[config.mk]
export PLATFORM = sky130hd
export DESIGN_NAME = oled_frame_streamer
export DESIGN_NICKNAME = d
export VERILOG_FILES = /design/src/rtl/oled_frame_streamer.sv
export SDC_FILE = /design/constraint.sdc
export NUM_CORES = 1
export LEC_CHECK = 0
export ABC_AREA = 1
export ABC_CLOCK_PERIOD_IN_PS = 2490
export CAP_MARGIN = 30
export CELL_PAD_IN_SITES_DETAIL_PLACEMENT = 0
export CELL_PAD_IN_SITES_GLOBAL_PLACEMENT = 1
export CORE_MARGIN = 4
export CORE_UTILIZATION = 35
export DETAILED_ROUTE_END_ITERATION = 16
export PLACE_DENSITY_LB_ADDON = 0.1
export SKIP_CTS_REPAIR_TIMING = 1
export SLEW_MARGIN = 10
export SYNTH_ARGS = -nofsm -noshare
export SYNTH_HDL_FRONTEND = slang
export SYNTH_SLANG_ARGS = --single-unit
[constraint.sdc]
create_clock -name clk -period 2.49 [get_ports clk]
set_clock_uncertainty 0.05 [all_clocks]
set_input_delay 0.498 -clock clk [delete_from_list [all_inputs] [get_ports clk]]
set_output_delay 0.498 -clock clk [all_outputs]
set_load 0.01 [all_outputs]
[src/rtl/oled_frame_streamer.sv]
`default_nettype none
// ============================================================================
//  Module      : oled_frame_streamer
//  Description : Raster-scans a frame through the x/y -> oled_data interface
//                and streams window commands plus RGB565 pixels over SPI.
//  Revision    : 1.0 - initial release
// ============================================================================
module oled_frame_streamer #(
    parameter int WIDTH      = 96,
    parameter int HEIGHT     = 64,
    parameter int SCLK_HALF  = 1,
    parameter int GAP_CYCLES = 16
) (
    input  logic        clk,
    input  logic        reset,
    input  logic        enable,
    input  logic [15:0] oled_data,
    output logic [6:0]  x,
    output logic [5:0]  y,
    output logic        sample_pixel,
    output logic        frame_begin,
    output logic        busy,
    output logic        oled_cs_n,
    output logic        oled_sclk,
    output logic        oled_mosi,
    output logic        oled_dc
);

    localparam int c_half_w = (SCLK_HALF > 1) ? $clog2(SCLK_HALF) : 1;
    localparam int c_gap_w  = (GAP_CYCLES > 1) ? $clog2(GAP_CYCLES) : 1;

    localparam logic [c_half_w-1:0] c_half_last = c_half_w'(SCLK_HALF - 1);
    localparam logic [c_gap_w-1:0]  c_gap_last  = c_gap_w'(GAP_CYCLES - 1);
    localparam logic [6:0]          c_x_last    = 7'(WIDTH - 1);
    localparam logic [5:0]          c_y_last    = 6'(HEIGHT - 1);
    localparam logic [2:0]          c_cmd_last  = 3'd5;

    typedef enum logic [2:0] {
        S_IDLE      = 3'd0,
        S_CMD_LOAD  = 3'd1,
        S_CMD_SHIFT = 3'd2,
        S_PIX_LOAD  = 3'd3,
        S_PIX_SHIFT = 3'd4,
        S_GAP       = 3'd5
    } state_t;

    state_t              r_state;
    logic [2:0]          r_cmd_idx;
    logic [14:0]         r_shift;
    logic [3:0]          r_bit_cnt;
    logic [c_half_w-1:0] r_half_cnt;
    logic [c_gap_w-1:0]  r_gap_cnt;

    logic [7:0]          w_cmd_byte;
    logic                w_half_done;
    logic                w_last_bit;

    // Column window then row window, both starting at 0.
    always_comb begin
        w_cmd_byte = 8'h00;
        case (r_cmd_idx)
            3'd0:    w_cmd_byte = 8'h15;
            3'd2:    w_cmd_byte = 8'(WIDTH - 1);
            3'd3:    w_cmd_byte = 8'h75;
            3'd5:    w_cmd_byte = 8'(HEIGHT - 1);
            default: w_cmd_byte = 8'h00;
        endcase
    end

    assign w_half_done = (r_half_cnt == c_half_last);
    assign w_last_bit  = (r_state == S_CMD_SHIFT) ? (r_bit_cnt == 4'd7)
                                                  : (r_bit_cnt == 4'd15);

    // The shifter holds only the bits still to come; the current bit lives in oled_mosi.
    always_ff @(posedge clk or posedge reset) begin
        if (reset) begin
            r_state      <= S_IDLE;
            r_cmd_idx    <= 3'd0;
            r_shift      <= 15'd0;
            r_bit_cnt    <= 4'd0;
            r_half_cnt   <= '0;
            r_gap_cnt    <= '0;
            x            <= 7'd0;
            y            <= 6'd0;
            sample_pixel <= 1'b0;
            frame_begin  <= 1'b0;
            busy         <= 1'b0;
            oled_cs_n    <= 1'b1;
            oled_sclk    <= 1'b0;
            oled_mosi    <= 1'b0;
            oled_dc      <= 1'b0;
        end else begin
            frame_begin  <= 1'b0;
            sample_pixel <= 1'b0;
            case (r_state)
                S_IDLE: begin
                    oled_cs_n <= 1'b1;
                    oled_sclk <= 1'b0;
                    if (enable) begin
                        r_state     <= S_CMD_LOAD;
                        r_cmd_idx   <= 3'd0;
                        frame_begin <= 1'b1;
                        busy        <= 1'b1;
                        oled_cs_n   <= 1'b0;
                        oled_dc     <= 1'b0;
                    end
                end
                S_CMD_LOAD: begin
                    oled_mosi  <= w_cmd_byte[7];
                    r_shift    <= {w_cmd_byte[6:0], 8'h00};
                    r_bit_cnt  <= 4'd0;
                    r_half_cnt <= '0;
                    r_state    <= S_CMD_SHIFT;
                end
                S_PIX_LOAD: begin
                    oled_mosi  <= oled_data[15];
                    r_shift    <= oled_data[14:0];
                    r_bit_cnt  <= 4'd0;
                    r_half_cnt <= '0;
                    r_state    <= S_PIX_SHIFT;
                end
                S_CMD_SHIFT, S_PIX_SHIFT: begin
                    if (!w_half_done) begin
                        r_half_cnt <= r_half_cnt + 1'b1;
                    end else begin
                        r_half_cnt <= '0;
                        if (!oled_sclk) begin
                            oled_sclk <= 1'b1;
                        end else begin
                            oled_sclk <= 1'b0;
                            r_shift   <= {r_shift[13:0], 1'b0};
                            if (!w_last_bit) begin
                                r_bit_cnt <= r_bit_cnt + 1'b1;
                                oled_mosi <= r_shift[14];
                            end else if (r_state == S_CMD_SHIFT) begin
                                if (r_cmd_idx != c_cmd_last) begin
                                    r_cmd_idx <= r_cmd_idx + 1'b1;
                                    r_state   <= S_CMD_LOAD;
                                end else begin
                                    x            <= 7'd0;
                                    y            <= 6'd0;
                                    oled_dc      <= 1'b1;
                                    sample_pixel <= 1'b1;
                                    r_state      <= S_PIX_LOAD;
                                end
                            end else if (x != c_x_last) begin
                                x            <= x + 1'b1;
                                sample_pixel <= 1'b1;
                                r_state      <= S_PIX_LOAD;
                            end else if (y != c_y_last) begin
                                x            <= 7'd0;
                                y            <= y + 1'b1;
                                sample_pixel <= 1'b1;
                                r_state      <= S_PIX_LOAD;
                            end else begin
                                x         <= 7'd0;
                                y         <= 6'd0;
                                oled_cs_n <= 1'b1;
                                r_gap_cnt <= '0;
                                r_state   <= S_GAP;
                            end
                        end
                    end
                end
                S_GAP: begin
                    oled_cs_n <= 1'b1;
                    oled_sclk <= 1'b0;
                    if (r_gap_cnt != c_gap_last) begin
                        r_gap_cnt <= r_gap_cnt + 1'b1;
                    end else if (enable) begin
                        r_cmd_idx   <= 3'd0;
                        frame_begin <= 1'b1;
                        oled_cs_n   <= 1'b0;
                        oled_dc     <= 1'b0;
                        r_state     <= S_CMD_LOAD;
                    end else begin
                        busy    <= 1'b0;
                        r_state <= S_IDLE;
                    end
                end
                default: r_state <= S_IDLE;
            endcase
        end
    end

endmodule
`default_nettype wire

==> run_results.csv <==
group,metric,value,unit
floorplanning,ioPinCount,39,
final_layout,syn_to_final_growth,22.2,%
sta,final.min_clock_period,2.02,ns
final_layout,fin_area,0.00345,mm^2
placed_design,dpl-instance-area,0.00333,mm^2
synth,ys_ff_latch,49,
worst_setup_path,worstSetupEndpointType,"flop",
clock_network,cts_inserted_buffers,5,
sta,holdWs,0.426,ns
floorplanning,die_h,97.8,um
power,p_leak,1.59,nW
sta,worstMarginPinSlew,0.518,ns
worst_setup_path,slowest_delay,0.49,ns
final_layout,post_route_cells_drive_above_1_share,0.108,
sta,setup_viol,0,
final_layout,layout_common_cells,"85 x nand2_1, 48 x dfrtp_1, 42 x nor2_1",
power,switching_share,0.452,
synth,avgSynthCellArea,7.93,um^2
clock_network,clock_sinks,49,
route,dr_total_vias,2475,
clock_network,clockBufferDepth,2,
route,drt_iter0_markers,117,
floorplanning,design.core.area,0.00777,mm^2
synth,yosys_warnings,0,
worst_setup_path,reg2reg_from,"r_state[2]$_DFFE_PP0P_",
power,p_per_area,1050,mW/mm^2
power,p_sw,1.64,mW
sta,fin_ws,0.466,ns
placed_design,hpwlAfterDp,5.02,mm
final_layout,fin_cells,502,
worst_setup_path,required,2.64,ns
final_layout,nNetsFinal,427,
worst_setup_path,r2r_setup_slack,0.47,ns
clock_network,clk_pin_slew,0.10,ns
route,final_antenna_net_count,0,
global_routing,grt_overflow,0,
hold_path,hold_path_end,"oled_cs_n$_DFFE_PP1P_",
power,internal_power,1.98,mW
final_layout,antennaDiodeCount,0,
sta,rsz0062_at_grt,"no",
worst_setup_path,cp_slowest_cell,"dfrtp_1",
sta,max_slew_margin,0.654,
worst_setup_path,crit_path_cell_trace,"inv_2 -> nand3_2 -> buf_4 -> inv_2 -> nand2_4 -> inv_1 -> nor3_4 -> nand2_2 -> nand2_1 -> nand2_1",
global_routing,grt_pass1_vias,2392,
placed_design,dp_slack,0.491,ns
synth,netlist_area,0.00282,mm^2
power,pwr-share-clk,0.164,
synth,async_reset_ff_frac,1.00,
floorplanning,rows,32,
floorplanning,dieArea,0.00957,mm^2
global_routing,grt_use_total,0.150,
placed_design,gp_congestion,0.791,
sta,fmax,0.494,GHz
synth,synth_top_area_frac,0.426,
hold_path,hold_start,"oled_cs_n$_DFFE_PP1P_",
hold_path,min_path_cells,2,
sta,finalHoldViolCount,0,
synth,netlist.top_cell.by_area,"dfrtp_1",
route,first_pass_iters,4,
worst_setup_path,crit_arrival,2.17,ns
power,ir_worst_vdd,0.477,mV
synth,synth_seq_area_share,0.435,
sta,setup_tns,0,ns
clock_network,h-tree-depth,2,
placed_design,dpl.cell_count,494,
synth,yosys-top-cells-area,"dfrtp_1 43%, nand2_1 11%, nor2_1 5.6%",
power,p_seq_frac,0.341,
synth,synthFlopType,"dfrtp_1",
worst_setup_path,startpoint_type,"flop",
outcome,status,"finished clean",
hold_path,min_path_type,"flop to flop",
power,p_comb_frac,0.495,
flow_run,drv_cap,0,
worst_setup_path,worstPathMaxFanout,11,
global_routing,grt_max_degree,29,
synth,ys_types,35,
route,drt-wirelength-per-cell,13.5,um
synth,synth_fp_nets,384,
power,total_power,3.62,mW
clock_network,tritoncts,"built",
worst_setup_path,critical_path_class,"flop to flop",
worst_setup_path,regToRegEndpoint,"y[4]$_DFFE_PP0P_",
sta,maxSlewViolCount,0,
placed_design,port-buffer-count,38,
final_layout,final_common_cell,"nand2_1",
route,vias_per_cell,4.93,
synth,syn_inst,356,
clock_network,worstSkewPairLatency,0.31,ns
synth,synth_edf_count,0,
worst_setup_path,r2r_cells,10,
floorplanning,start_util,0.363,
global_routing,antenna_found_initial,0,
clock_network,cts-root-buf,"clkbuf_8",
sta,finalCritPeriodShare,0.813,
route,drc_errors,0,
final_layout,utilization,0.444,
route,routed_wl,6.78,mm
floorplanning,die_w,97.8,um
final_layout,nFillCells,804,
global_routing,grt_pass1_wl,11.8,mm
kinds of logic after synthesis:
group | count (synthesis) | synth area share
AO/OA/AOI/OAI | 59 | 0.125
XOR/XNOR | 2 | 0.00621
adder cells (fa/ha/maj) | 9 | 0.0399
buffers and inverters | 41 | 0.0616
flip-flops | 49 | 0.435
AND/OR/NAND/NOR | 196 | 0.332
flip-flops by register name (all words and copies together) (netlist names):
name / flops
frame_begin: 1
r_bit_cnt: 4
sample_pixel: 1
oled_sclk: 1
oled_dc: 1
r_gap_cnt: 4
busy: 1
y: 6
r_state: 3
oled_cs_n: 1
r_shift: 15
oled_mosi: 1
x: 7
r_cmd_idx: 3
layer usage:
metal	track usage	part of all wire
met1	0.216	0.50
met2	0.231	0.46
met5	0	0
met3	0.0293	0.031
met4	0.0415	0.0071
power by group through the flow:
stage          registers, mW  clock network (mW)  logic, mW
6_report                1.23               0.592       1.79
5_1_grt                 1.27               0.650       2.04
4_1_cts                 1.24               0.616       1.81
3_5_place_dp            1.25                   0       1.81
3_3_place_gp            1.25                   0       1.79
2_1_floorplan           1.23                   0       1.37
worst max-delay path: cells and delay by family, from the launching register on:
kind	cells	cell delay (ns)
AND/OR/NAND/NOR	6	0.84
flip-flops	1	0.49
buffers and inverters	4	0.54
cells in the mapped netlist, types with 3 or more instances:
library cell / n
nor2_1: 42
nand2_4: 5
a31oi_1: 8
nand2_1: 85
o21ai_0: 17
or2_2: 6
nand2_2: 5
buf_2: 4
nand3_1: 31
ha_1: 9
inv_1: 30
o21ai_1: 7
a22oi_1: 15
inv_2: 3
nand4_1: 8
a21oi_1: 9
dfrtp_1: 48
nor2_2: 3
cell type report:
cell class	count	area, um^2	area share
clock buffers	5	68.8	0.0199
clock inverters	3	46.3	0.0134
inverters	34	128	0.0370
multi-input cells	266	1420	0.412
flip-flops and latches	49	1230	0.356
well taps	102	128	0.0370
repair buffers	43	430	0.125
worst max path at each step:
stage	start	to	slack [ns]	cells past startpoint
floorplan	reset	busy$_DFFE_PP0P_	0.77	1
global placement	r_state[2]$_DFFE_PP0P_	y[3]$_DFFE_PP0P_	0.46	10
detailed placement	r_state[2]$_DFFE_PP0P_	y[1]$_DFFE_PP0P_	0.49	10
CTS	r_state[2]$_DFFE_PP0P_	y[4]$_DFFE_PP0P_	0.46	10
global route	r_state[2]$_DFFE_PP0P_	y[3]$_DFFE_PP0P_	0.31	10
finish	r_state[2]$_DFFE_PP0P_	y[4]$_DFFE_PP0P_	0.47	10
(Power assumes the default switching activity.)
